## config.mk

```make
export PLATFORM = sky130hd
export DESIGN_NAME = readout_sequencer_flat
export DESIGN_NICKNAME = d
export VERILOG_FILES = /design/src/rtl/readout_sequencer_pkg.sv /design/src/rtl/readout_sequencer_if.sv /design/src/rtl/rr_pick.sv /design/src/rtl/readout_sequencer.sv /design/src/flat_wrapper.sv
export SDC_FILE = /design/constraint.sdc
export NUM_CORES = 1
export LEC_CHECK = 0
export CAP_MARGIN = 25
export CORE_UTILIZATION = 40
export CTS_CLUSTER_DIAMETER = 150
export DETAILED_ROUTE_END_ITERATION = 10
export SLEW_MARGIN = 40
export SYNTH_ARGS = -nofsm -noshare
export SYNTH_HDL_FRONTEND = slang
export SYNTH_HIERARCHICAL = 1
export SYNTH_SLANG_ARGS = --single-unit
```

## constraint.sdc

```tcl
create_clock -name clk -period 6.4 [get_ports clk]
set_input_delay 0.96 -clock clk [delete_from_list [all_inputs] [get_ports clk]]
set_output_delay 0.96 -clock clk [all_outputs]
set_load 0.1 [all_outputs]
```

## src/rtl/readout_sequencer_pkg.sv

```systemverilog
// rtl/readout_sequencer_pkg.sv - shared state encoding and counter helpers for readout_sequencer
package readout_sequencer_pkg;

  localparam int CNT_W = 16;

  typedef enum logic [1:0] {
    ST_IDLE  = 2'd0,
    ST_SCAN  = 2'd1,
    ST_GRANT = 2'd2,
    ST_END   = 2'd3
  } seq_state_t;

  function automatic logic [7:0] sat_inc8(input logic [7:0] v);
    return (v == 8'hFF) ? v : v + 8'd1;
  endfunction

endpackage

```

## src/rtl/readout_sequencer_if.sv

```systemverilog
// rtl/readout_sequencer_if.sv - channel buffer side of the readout link: mask, ready, done, grant
interface readout_sequencer_if #(
  parameter int NCH = 16
);
  logic [NCH-1:0] ch_mask;
  logic [NCH-1:0] ch_ready;
  logic [NCH-1:0] ch_done;
  logic [NCH-1:0] ch_grant;

  modport master (input ch_mask, input ch_ready, input ch_done, output ch_grant);
  modport slave  (output ch_mask, output ch_ready, output ch_done, input ch_grant);
endinterface

```

## src/rtl/rr_pick.sv

```systemverilog
// rtl/rr_pick.sv - combinational round-robin selector: first set bit strictly after ptr, wrapping
module rr_pick #(
  parameter int NCH = 16,
  parameter int IW  = $clog2(NCH)
) (
  input  logic [NCH-1:0] cand,
  input  logic [IW-1:0]  ptr,
  output logic           found,
  output logic [IW-1:0]  idx,
  output logic [NCH-1:0] onehot
);

  logic [IW-1:0] j;

  // Walk offsets from farthest to nearest so the nearest hit after ptr wins.
  always_comb begin
    found = 1'b0;
    idx   = '0;
    j     = '0;
    for (int i = NCH; i >= 1; i--) begin
      j = IW'((int'(ptr) + i) % NCH);
      if (cand[j]) begin
        found = 1'b1;
        idx   = j;
      end
    end
    onehot = found ? (NCH'(1) << idx) : '0;
  end

endmodule

```

## src/rtl/readout_sequencer.sv

```systemverilog
// rtl/readout_sequencer.sv - drains pending triggered events by granting the readout link
// round-robin to every enabled channel, then advancing global_n_read.
module readout_sequencer
  import readout_sequencer_pkg::*;
#(
  parameter int NCH     = 16,
  parameter int TO_W    = 16,
  parameter int TIMEOUT = 4096
) (
  input  logic                  clk,
  input  logic                  rst,
  readout_sequencer_if.master   link,
  input  logic                  live_rising,
  input  logic [CNT_W-1:0]      n_trig,
  output logic [CNT_W-1:0]      global_n_read,
  output logic                  event_active,
  output logic                  timeout_err,
  output logic [7:0]            n_timeout
);

  localparam int              IW      = $clog2(NCH);
  localparam logic [IW-1:0]   LAST_CH = IW'(NCH - 1);
  localparam logic [TO_W-1:0] TO_LAST = TO_W'(TIMEOUT - 1);

  seq_state_t       state, state_nxt;
  logic [NCH-1:0]   mask_l, mask_nxt;
  logic [NCH-1:0]   served, served_nxt;
  logic [IW-1:0]    last_grant, last_nxt;
  logic [TO_W-1:0]  to_cnt, to_nxt;
  logic [NCH-1:0]   grant_q, grant_nxt;
  logic [CNT_W-1:0] gnr_nxt;
  logic             ea_nxt, te_nxt;
  logic [7:0]       nto_nxt;

  logic             pending;
  logic [NCH-1:0]   cand;
  logic             pick_found;
  logic [IW-1:0]    pick_idx;
  logic [NCH-1:0]   pick_oh;
  logic [NCH-1:0]   cur_oh;
  logic             done_hit;
  logic             to_hit;

  assign pending  = (n_trig != global_n_read);
  assign cand     = mask_l & ~served & link.ch_ready;
  assign cur_oh   = NCH'(1) << last_grant;
  // While granted, last_grant holds the owner, so only its done pulse matters.
  assign done_hit = link.ch_done[last_grant];
  assign to_hit   = (to_cnt == TO_LAST);

  assign link.ch_grant = grant_q;

  rr_pick #(.NCH(NCH), .IW(IW)) u_pick (
    .cand   (cand),
    .ptr    (last_grant),
    .found  (pick_found),
    .idx    (pick_idx),
    .onehot (pick_oh)
  );

  always_comb begin
    state_nxt  = state;
    mask_nxt   = mask_l;
    served_nxt = served;
    last_nxt   = last_grant;
    to_nxt     = to_cnt;
    grant_nxt  = grant_q;
    gnr_nxt    = global_n_read;
    ea_nxt     = event_active;
    te_nxt     = timeout_err;
    nto_nxt    = n_timeout;

    case (state)
      ST_IDLE: begin
        if (pending) begin
          ea_nxt = 1'b1;
          if (link.ch_mask != '0) begin
            mask_nxt   = link.ch_mask;
            served_nxt = '0;
            state_nxt  = ST_SCAN;
          end else begin
            state_nxt = ST_END;
          end
        end
      end
      ST_SCAN: begin
        if (pick_found) begin
          grant_nxt = pick_oh;
          last_nxt  = pick_idx;
          to_nxt    = '0;
          state_nxt = ST_GRANT;
        end
      end
      ST_GRANT: begin
        if (done_hit || to_hit) begin
          served_nxt = served | cur_oh;
          grant_nxt  = '0;
          if (!done_hit) begin
            te_nxt  = 1'b1;
            nto_nxt = sat_inc8(n_timeout);
          end
          state_nxt = ((served | cur_oh) == mask_l) ? ST_END : ST_SCAN;
        end else begin
          to_nxt = to_cnt + TO_W'(1);
        end
      end
      ST_END: begin
        gnr_nxt   = global_n_read + CNT_W'(1);
        ea_nxt    = 1'b0;
        state_nxt = ST_IDLE;
      end
      default: state_nxt = ST_IDLE;
    endcase

    // Run start abandons whatever is in flight.
    if (live_rising) begin
      state_nxt  = ST_IDLE;
      mask_nxt   = '0;
      served_nxt = '0;
      last_nxt   = LAST_CH;
      to_nxt     = '0;
      grant_nxt  = '0;
      gnr_nxt    = '0;
      ea_nxt     = 1'b0;
      te_nxt     = 1'b0;
      nto_nxt    = '0;
    end
  end

  always_ff @(posedge clk or posedge rst) begin
    if (rst) begin
      state         <= ST_IDLE;
      mask_l        <= '0;
      served        <= '0;
      last_grant    <= LAST_CH;
      to_cnt        <= '0;
      grant_q       <= '0;
      global_n_read <= '0;
      event_active  <= 1'b0;
      timeout_err   <= 1'b0;
      n_timeout     <= '0;
    end else begin
      state         <= state_nxt;
      mask_l        <= mask_nxt;
      served        <= served_nxt;
      last_grant    <= last_nxt;
      to_cnt        <= to_nxt;
      grant_q       <= grant_nxt;
      global_n_read <= gnr_nxt;
      event_active  <= ea_nxt;
      timeout_err   <= te_nxt;
      n_timeout     <= nto_nxt;
    end
  end

endmodule

```

## src/flat_wrapper.sv

```systemverilog
// flat-port wrapper written by rule: the top's interface ports become plain ports
module readout_sequencer_flat import readout_sequencer_pkg::*;
#(
  parameter int NCH     = 16,
  parameter int TO_W    = 16,
  parameter int TIMEOUT = 4096
)
  (clk, rst, live_rising, n_trig, global_n_read, event_active, timeout_err, n_timeout, link_ch_mask, link_ch_ready, link_ch_done, link_ch_grant);
  readout_sequencer_if #(.NCH(NCH)) link_i ();
  input  logic clk;
  input  logic rst;
  input  logic live_rising;
  input  logic [CNT_W-1:0] n_trig;
  output logic [CNT_W-1:0] global_n_read;
  output logic event_active;
  output logic timeout_err;
  output logic [7:0] n_timeout;
  input wire logic [$bits(link_i.ch_mask)-1:0] link_ch_mask;
  input wire logic [$bits(link_i.ch_ready)-1:0] link_ch_ready;
  input wire logic [$bits(link_i.ch_done)-1:0] link_ch_done;
  output wire logic [$bits(link_i.ch_grant)-1:0] link_ch_grant;
  assign link_i.ch_mask = link_ch_mask;
  assign link_i.ch_ready = link_ch_ready;
  assign link_i.ch_done = link_ch_done;
  assign link_ch_grant = link_i.ch_grant;
  readout_sequencer #(.NCH(NCH), .TO_W(TO_W), .TIMEOUT(TIMEOUT)) u_core (.clk(clk), .rst(rst), .link(link_i), .live_rising(live_rising), .n_trig(n_trig), .global_n_read(global_n_read), .event_active(event_active), .timeout_err(timeout_err), .n_timeout(n_timeout));
endmodule
```

==> results_tabular.tex <==
\begin{tabular}{lr}
\hline
Metric & Value \\
\hline
\multicolumn{2}{l}{\textbf{Worst setup path}} \\
Biggest cell delay along the critical path & about 0.8 ns \\
Cell type of the slowest stage on the worst timing path & sky130\_fd\_sc\_hd\_\_dfstp\_2 \\
Setup CP Type & flip-flop to flip-flop \\
CP Launch Type & flip-flop \\
WP buf/inv & 2 \\
Critical path, cell by cell & inv\_1 > ha\_1 > inv\_1 > mux2i\_2 > mux2i\_1 > or4b\_1 > nor2\_1 > nand4\_1 > nand3b\_1 > nand2\_1 > nor2\_1 > nor4\_1 > xnor2\_1 > nor2\_1 \\
Max Fanout on Critical Path & 19 \\
Required time at the worst-slack endpoint & roughly 6.6 ns \\
Top delay family on crit path & simple AND/OR/NAND/NOR gates \\
Nature of the critical path endpoint & flip-flop \\
Cell repeated most along the worst path & sky130\_fd\_sc\_hd\_\_nor2\_1 \\
Arrival time worst endpoint & approximately 5.2 ns \\
\multicolumn{2}{l}{\textbf{Clock network}} \\
Hold buffers post-CTS & 0 \\
Num CTS Buffers & 9 \\
Root buffer cell & sky130\_fd\_sc\_hd\_\_clkbuf\_16 \\
Clock Tree Buf Depth & 2 \\
CTS tree & done \\
Reg clk slew, reported paths & 0.07 ns \\
Post-CTS Setup Bufs & 0 \\
Skew-Pair Late Insertion Delay & 0.34 ns \\
Post-CTS resize count & 0 \\
Number of H-tree levels & 3 \\
Clock sinks & 96 \\
\multicolumn{2}{l}{\textbf{STA}} \\
Final critical-path required period & 5.012 ns \\
Actual transition at the worst max-transition pin & 0.8842 ns \\
Final cycle utilization of the critical path & 0.7832 \\
Fin Clk Skew & 0.008291 ns \\
Number of pins with negative max-slew slack in the final report & 0 \\
Worst slew margin relative to its limit & 0.4105 \\
Final sum of negative setup slack & 0 ns \\
Final hold violations & 0 \\
Finish-stage setup viols & 0 \\
Setup repair after global routing missed its margin & false \\
Hold Slack & 0.4997 ns \\
Max Clock Freq & 199.5 MHz \\
\multicolumn{2}{l}{\textbf{Pwr}} \\
Peak supply drop & 0.2230 mV \\
Leakage power & 3.934 nW \\
Areal power density over the cells & 407.8 nW/um2 \\
\multicolumn{2}{l}{\textbf{Floorplanning}} \\
Width of the die & between 100 and 150 um \\
Die area & 19990 um2 \\
Row count & 50 \\
Starting Density & 0.4113 \\
DIE HEIGHT & 141.4 um \\
Core Box Area & 18890 um2 \\
I/O Pins & 109 \\
\multicolumn{2}{l}{\textbf{Synthesis}} \\
Mapped Cells & 875 \\
Sequential area share after synthesis & 0.3098 \\
Mapped Avg Cell Area & 8.881 um2 \\
FFs w/ async S/R, synth & 1.000 \\
Top FF cell, synth & sky130\_fd\_sc\_hd\_\_dfrtp\_1 \\
Share of the synthesized area in the top cell type & 0.2962 \\
Top area cells in the synthesized netlist & sky130\_fd\_sc\_hd\_\_dfrtp\_1, sky130\_fd\_sc\_hd\_\_mux4\_2, sky130\_fd\_sc\_hd\_\_nor2\_1 \\
Synthesis Warnings & 6 \\
Post-Syn Area & 7771 um2 \\
Nets in the synthesized netlist & approximately 950 \\
Flop and latch count out of synthesis & 96 \\
Yosys cell types & 84 \\
Top cell type by total area after synthesis & sky130\_fd\_sc\_hd\_\_dfrtp\_1 \\
EDFF count, synth & 0 \\
\multicolumn{2}{l}{\textbf{Global route}} \\
Vias in the first global route & 6936 \\
Pin count of the biggest net entering global routing & 63 \\
Antenna violations before repair & 0 \\
Leftover overflow at the end of global routing & 0 \\
First-pass GRT wire length & 37510 um \\
Global router's overall resource usage & 0.2378 \\
\multicolumn{2}{l}{\textbf{Cells and area}} \\
\# nets final & 1038 \\
Register area & 2411 um2 \\
Synth-to-Final Area Change & 18.05\% \\
Highest-count cells in the layout ignoring fill and taps & sky130\_fd\_sc\_hd\_\_nor2\_1, sky130\_fd\_sc\_hd\_\_nand2\_1, sky130\_fd\_sc\_hd\_\_dfrtp\_1, sky130\_fd\_sc\_hd\_\_clkdlybuf4s50\_1 \\
Most frequent standard cell in the layout excluding fill and tap cells & sky130\_fd\_sc\_hd\_\_nor2\_1 \\
Fill count & 1854 \\
Layout cells sized above 1 & 0.1501 \\
Multi-input gate area & about 5000 um2 \\
Antenna diode instance count & 0 \\
\multicolumn{2}{l}{\textbf{Placed design}} \\
RD Place Congestion & 0.9451 \\
Count of buffers from port buffering & 108 \\
HPWL reported at the end of detailed placement & 17130 um \\
\multicolumn{2}{l}{\textbf{Detailed routing}} \\
1st-pass router iterations & 5 \\
Count of antenna-violating nets left after detailed routing & 0 \\
Routed len/inst & approximately 19 um \\
Total detailed-routing wirelength & 22940 um \\
Vias & between 7000 and 8000 \\
Average vias per placed instance & between 5 and 6 \\
Number of violations reported at the end of detailed-routing iteration 0 & 451 \\
DRC violation count after routing & 0 \\
\multicolumn{2}{l}{\textbf{Flow run}} \\
Number of maximum-capacitance constraint violations & 0 \\
\multicolumn{2}{l}{\textbf{Outcome}} \\
Run status & finished clean \\
\multicolumn{2}{l}{\textbf{Worst hold path}} \\
Type of the tightest min-delay check & flip-flop to flip-flop \\
\hline
\end{tabular}
## Yosys cell counts (all sizes together), types with 3 or more instances
library cell / number
mux2: 23
xnor2: 28
xor2: 34
dfstp: 4
a211o: 3
and3: 18
mux4: 30
or4: 3
a22o: 20
nand3: 30
ha: 10
o211ai: 8
a21oi: 40
nand4: 12
nor2b: 13
and2: 8
or3: 7
and4: 3
o21ai: 46
nand2: 96
o22ai: 6
a22oi: 3
nor4: 17
or2: 5
nor4b: 7
inv: 25
a31oi: 11
nand4b: 4
nor3: 38
a221oi: 4
dfrtp: 92
clkbuf: 24
mux2i: 37
nor2: 98
nand2b: 8
a211oi: 10
buf: 18
## metal layers
| layer | vias up | global-route usage | part of all wire |
|---|---|---|---|
| met2 | 202 | 0.3986 | 0.49 |
| met1 | 3484 | 0.3208 | 0.44 |
| met4 | 0 | 0.06904 | 0.022 |
| li1 | 3393 | - | - |
| met3 | 33 | 0.03206 | 0.046 |
| met5 | - | 0 | 0 |
## flip-flops by register name, summed over array words and instances, names as in the netlist
signal,count
u_core/mask_l,16
u_core/state,2
u_core/global_n_read,16
u_core/last_grant,4
u_core/timeout_err,1
u_core/served,16
u_core/n_timeout,8
u_core/to_cnt,16
u_core/event_active,1
u_core/link.ch_grant,16
## worst paths after layout
kind,startpoint,endpoint,slack [ns],cells past startpoint
worst max-delay path,u_core/last_grant[2],u_core/to_cnt[10],1.39,14
worst min register to register,u_core/link.ch_grant[0],u_core/link.ch_grant[0],0.50,1
min in group asynchronous,rst,u_core/global_n_read[15],1.01,2
worst max register to register,u_core/last_grant[2],u_core/to_cnt[10],1.39,14
worst min-delay path,u_core/link.ch_grant[0],u_core/link.ch_grant[0],0.50,1
max in group asynchronous,rst,u_core/link.ch_grant[0],4.26,3
## power breakdown
part | internal, mW | leakage, nW | switching, mW | total, mW
Sequential | 0.683 | 1.31 | 0.108 | 0.790
Combinational | 0.825 | 2.48 | 1.57 | 2.39
Clock | 0.315 | 0.149 | 0.242 | 0.557
## layout make-up
class,count,share of cell area
clock buffer,10,0.02605
clock inverter,6,0.007501
inverter,26,0.01091
multi-input combinational,711,0.5548
sequential,96,0.2628
tap,260,0.03546
timing repair buffer,117,0.1024
## cells by family after synthesis
group | count (synthesis) | share of synthesized area
simple gates | 377 | 0.2463
compound gates | 172 | 0.1459
flops | 96 | 0.3098
mux | 90 | 0.1732
buf+inv | 68 | 0.03880
xor+xnor | 62 | 0.06988
fa+ha+maj | 10 | 0.01610
## through the flow
step	cells	total power [mW]	setup WS (ns)	instance area [um2]	utilization
2_1_floorplan	875	2.610	1.843	7771	-
3_3_place_gp	1208	3.194	1.178	9042	0.4786
3_5_place_dp	1209	3.156	1.112	8853	0.4686
4_1_cts	1225	3.723	1.366	9161	0.4849
5_1_grt	1226	3.980	1.005	9174	0.4856
6_report	1226	3.741	1.388	9174	0.4856
Power figures use the tool's default switching activity.
